===== config.mk =====
export PLATFORM = sky130hd
export DESIGN_NAME = uart_frame_transmitter
export DESIGN_NICKNAME = d
export VERILOG_FILES = /design/src/rtl/uart_frame_transmitter.sv
export SDC_FILE = /design/constraint.sdc
export NUM_CORES = 1
export LEC_CHECK = 0
export CORE_MARGIN = 4
export CORE_UTILIZATION = 30
export DETAILED_ROUTE_END_ITERATION = 16
export PLACE_DENSITY = 0.6
export SKIP_CTS_REPAIR_TIMING = 1
export SLEW_MARGIN = 20
export SYNTH_ARGS = -nofsm -noshare
export SYNTH_HDL_FRONTEND = slang
export SYNTH_SLANG_ARGS = --single-unit

===== constraint.sdc =====
create_clock -name clk -period 2 [get_ports clk]
set_clock_uncertainty 0.15 [all_clocks]
set_input_delay 0.3 -clock clk [delete_from_list [all_inputs] [get_ports clk]]
set_output_delay 0.3 -clock clk [all_outputs]
set_load 0.1 [all_outputs]

===== src/rtl/uart_frame_transmitter.sv =====
// UART TX serializer: frames one parallel byte as start, LSB-first data, optional
// parity and stop bit(s), one bit per transmitter clock, with a registered busy flag.
module uart_frame_transmitter #(
  parameter int DATA_WIDTH = 8,
  parameter int STOP_BITS  = 1
) (
  input  logic                  clk,
  input  logic                  reset,
  input  logic [DATA_WIDTH-1:0] parallel_data,
  input  logic                  parallel_data_valid,
  input  logic                  parity_enable,
  input  logic                  parity_type,
  output logic                  serial_data,
  output logic                  busy
);

  localparam int CNT_W = (DATA_WIDTH > 1) ? $clog2(DATA_WIDTH) : 1;
  localparam logic [CNT_W-1:0] LAST_BIT = CNT_W'(DATA_WIDTH - 1);
  localparam logic LAST_STOP = 1'(STOP_BITS - 1);

  if (STOP_BITS != 1 && STOP_BITS != 2) begin : gBadStopBits
    $error("uart_frame_transmitter: STOP_BITS must be 1 or 2");
  end

  typedef enum logic [2:0] {
    IDLE,
    START,
    DATA,
    PARITY,
    STOP
  } state_t;

  state_t                  state_q;
  logic [DATA_WIDTH-1:0]   shift_q;
  logic [CNT_W-1:0]        bit_cnt_q;
  logic                    stop_cnt_q;
  logic                    par_en_q;
  logic                    par_acc_q;
  logic                    serial_q;
  logic                    busy_q;

  // The parity accumulator starts at the latched parity type and absorbs every
  // data bit as it leaves, so it holds ^data (even) or ~^data (odd) by PARITY.
  always_ff @(posedge clk) begin
    if (reset) begin
      state_q    <= IDLE;
      shift_q    <= '0;
      bit_cnt_q  <= '0;
      stop_cnt_q <= 1'b0;
      par_en_q   <= 1'b0;
      par_acc_q  <= 1'b0;
      serial_q   <= 1'b1;
      busy_q     <= 1'b0;
    end else begin
      case (state_q)
        IDLE: begin
          serial_q <= 1'b1;
          busy_q   <= 1'b0;
          if (parallel_data_valid) begin
            shift_q   <= parallel_data;
            par_en_q  <= parity_enable;
            par_acc_q <= parity_type;
            serial_q  <= 1'b0;
            busy_q    <= 1'b1;
            state_q   <= START;
          end
        end
        START: begin
          serial_q  <= shift_q[0];
          par_acc_q <= par_acc_q ^ shift_q[0];
          shift_q   <= shift_q >> 1;
          bit_cnt_q <= '0;
          state_q   <= DATA;
        end
        DATA: begin
          if (bit_cnt_q == LAST_BIT) begin
            stop_cnt_q <= 1'b0;
            if (par_en_q) begin
              serial_q <= par_acc_q;
              state_q  <= PARITY;
            end else begin
              serial_q <= 1'b1;
              state_q  <= STOP;
            end
          end else begin
            serial_q  <= shift_q[0];
            par_acc_q <= par_acc_q ^ shift_q[0];
            shift_q   <= shift_q >> 1;
            bit_cnt_q <= bit_cnt_q + CNT_W'(1);
          end
        end
        PARITY: begin
          serial_q   <= 1'b1;
          stop_cnt_q <= 1'b0;
          state_q    <= STOP;
        end
        STOP: begin
          serial_q <= 1'b1;
          if (stop_cnt_q == LAST_STOP) begin
            busy_q  <= 1'b0;
            state_q <= IDLE;
          end else begin
            stop_cnt_q <= 1'b1;
          end
        end
        default: begin
          serial_q <= 1'b1;
          busy_q   <= 1'b0;
          state_q  <= IDLE;
        end
      endcase
    end
  end

  assign serial_data = serial_q;
  assign busy        = busy_q;

endmodule


==> impl_metrics.yaml <==
pwr:
  power.internal_uw: 586
  swShare_pct: 31.2
  p_comb_share_pct: 30.3
  p_sw_uw: 266
  finalPower_uw: 852
  p_per_area_nw_per_um2: 709
  seqPwrFrac_pct: 48.9
  ir_drop_mv: 0.469
  leakagePower_uw: 0.000438
  p_clk_share_pct: 20.9
final_layout:
  area_growth_pct: 31.3
  nets: 135
  layout-drive-gt1-share_pct: 23.7
  design_area_um2: 1200
  nFillCells: 284
  diodes: 0
timing:
  layout_setup_ws_ns: 0.0554
  drv_slew: 0
  fin_crit_ns: 1.94
  hold_viol_final: 0
  finalCritPeriodShare_pct: 97.2
  rsz0062_at_grt: "no"
  fmax_ghz: 0.514
  maxSlewHeadroom_pct: 63.7
  worst_pin_slew_ns: 0.544
  finalSetupViolations: 0
  timing.setup.tns_ns: 0
route:
  drc: 0
  viasPerCell: 5.15
  drt_wl_total_mm: 2.04
  drt_iter0_markers: 23
  antenna_left: 0
  wl_per_cell_um: 13.7
  vias: 767
  dr.pass1.iters: 4
floorplanning:
  ios: 15
  core_um2: 2830
  fp.dieArea_um2: 4000
  die_w_um: 63.3
  row_count: 19
  die_height_um: 63.3
  initial_utilization_pct: 32.4
synthesis:
  yosysTopAreaCell: "dfxtp_1"
  yosys_warnings: 0
  synthFlopType: "dfxtp_1"
  synth_edf_count: 0
  ys_ff_latch: 18
  ys_seq_area_share_pct: 39.3
  avgSynthCellArea_um2: 9.35
  post-synth-top-count-cell: "dfxtp_1"
  yosys-top-cells-area: "dfxtp_1 39%, mux2i_1 11%, nor2_1 4.9%, a211oi_1 4.1%, a211oi_2 4.1%"
  syn-num-nets: 113
  synth_top_area_share_pct: 39.3
  synth_common_cells: "18 x dfxtp_1, 12 x nor2_1, 10 x mux2i_1"
  ys_types: 33
  synth-async-reset-ratio_pct: 0
  syn-instance-count: 98
  synth_area_um2: 916
global_routing:
  track_usage_pct: 10.7
  antenna_found_initial: 0
  grt_pass1_wl_mm: 3.47
  overflow: 0
  grt_max_degree: 19
  grt_pass1_vias: 707
cts:
  path_clk_slew_ns: 0.10
  tritoncts: "done"
  cts_buffers: 3
  clock-root-buffer: "clkbuf_4"
  clock-sinks: 18
  htreeDepth: 1
  clk_path_buf_depth: 2
  clk_latency_ns: 0.29
placement:
  dp_slack_ns: 0.0696
  gp_congestion: 0.785
  dp_hpwl_mm: 1.40
  portBuffers: 14
  placed_area_um2: 1100
setup_path:
  start_kind: "flop"
  crit_type: "flop to flop"
  cp.arrival_ns: 1.97
  critical_path.max_fanout: 5
  cp.required_ns: 2.03
  r2r_setup_slack_ns: 0.06
  endpoint_kind: "flop"
outcome:
  status: "completed"
min_path:
  min_path_type: "flop to flop"
flow_run:
  maxCapViolCount: 0
[flip-flops by register name, indices dropped and copies added (netlist names)]
signal and count:
par_en_q 1, serial_data 1, busy 1, shift_q 8, bit_cnt_q 3, par_acc_q 1, state_q 3
[placed cells by master, fill, tap and decap left out, drive strengths merged]
cell / netlist / routed
xnor2: 1 / 1
a21oi: 5 / 5
a31oi: 1 / 1
dfxtp: 18 / 18
ha: 2 / 2
nor3: 2 / 2
nand4: 2 / 2
a2111oi: 2 / 2
mux2: 1 / 1
mux2i: 10 / 10
nand3b: 1 / 1
clkdlybuf4s50: 0 / 12
inv: 5 / 5
clkbuf: 4 / 4
o32ai: 1 / 1
nor4: 2 / 2
o21bai: 1 / 1
o21ai: 1 / 1
nand3: 2 / 2
o2111ai: 1 / 1
a211oi: 8 / 8
or3b: 1 / 1
nand2b: 4 / 4
a221oi: 1 / 1
nor2b: 2 / 2
nor2: 13 / 13
buf: 2 / 10
nand2: 4 / 4
o21a: 1 / 1
[cell type report]
cell class                      count  area (µm²)  area share, %
Clock buffer                        3        22.5           1.87
Inverter                            5        18.8           1.56
Multi-Input combinational cell     69         547           45.5
Sequential cell                    18         362           30.1
Tap cell                           31        38.8           3.23
Timing Repair Buffer               23         214           17.8
[power groups by stage]
| stage | sequential [µW] | clock [µW] | combinational, µW |
|---|---|---|---|
| final | 416 | 178 | 258 |
| after global routing | 422 | 204 | 280 |
| after CTS | 416 | 189 | 230 |
| after detailed placement | 424 | 0 | 229 |
| after global placement | 424 | 0 | 225 |
| after floorplan | 444 | 0 | 146 |
[stage by stage]
stage | hold slack [ns] | instances | utilization [%]
after floorplan | 0.294 | 98 | -
after global placement | 0.317 | 143 | 38.9
after detailed placement | 0.317 | 143 | 38.9
after CTS | 0.334 | 146 | 39.7
after global routing | 0.386 | 149 | 42.5
final | 0.365 | 149 | 42.5
[path summary, 6_finish.rpt]
path	startpoint	endpoint	depth (start not counted)
worst min-delay path	bit_cnt_q[1]	bit_cnt_q[1]	2
worst max register to register	bit_cnt_q[1]	shift_q[3]	7
worst min register to register	bit_cnt_q[1]	bit_cnt_q[1]	2
worst max-delay path	bit_cnt_q[1]	shift_q[3]	7
[layer usage]
layer | up-vias | GRT usage [%] | share of wire (%) | wire, µm
met5 | - | 0 | 0 | 0
met4 | 0 | 1.62 | 0.44 | 9
met3 | 2 | 4.62 | 5.3 | 108
met2 | 16 | 16.1 | 47 | 970
met1 | 353 | 14.5 | 47 | 955
li1 | 396 | - | - | -
[worst max-delay path, cell delays in order, from the launching register on]
cell	delay (ns)
dfxtp_1	0.35
ha_4	0.17
ha_4	0.15
or3b_4	0.41
a21oi_4	0.24
buf_6	0.13
clkbuf_4	0.16
a211oi_1	0.08
[cells by family after synthesis]
logic type,Yosys count,synth area share [%]
xor+xnor,1,0.956
flops,18,39.3
simple gates,33,18.9
compound gates,22,20.2
mux,11,12.2
buf+inv,11,5.74
fa+ha+maj,2,2.73
Note: power is estimated with default switching activity, not from simulation.
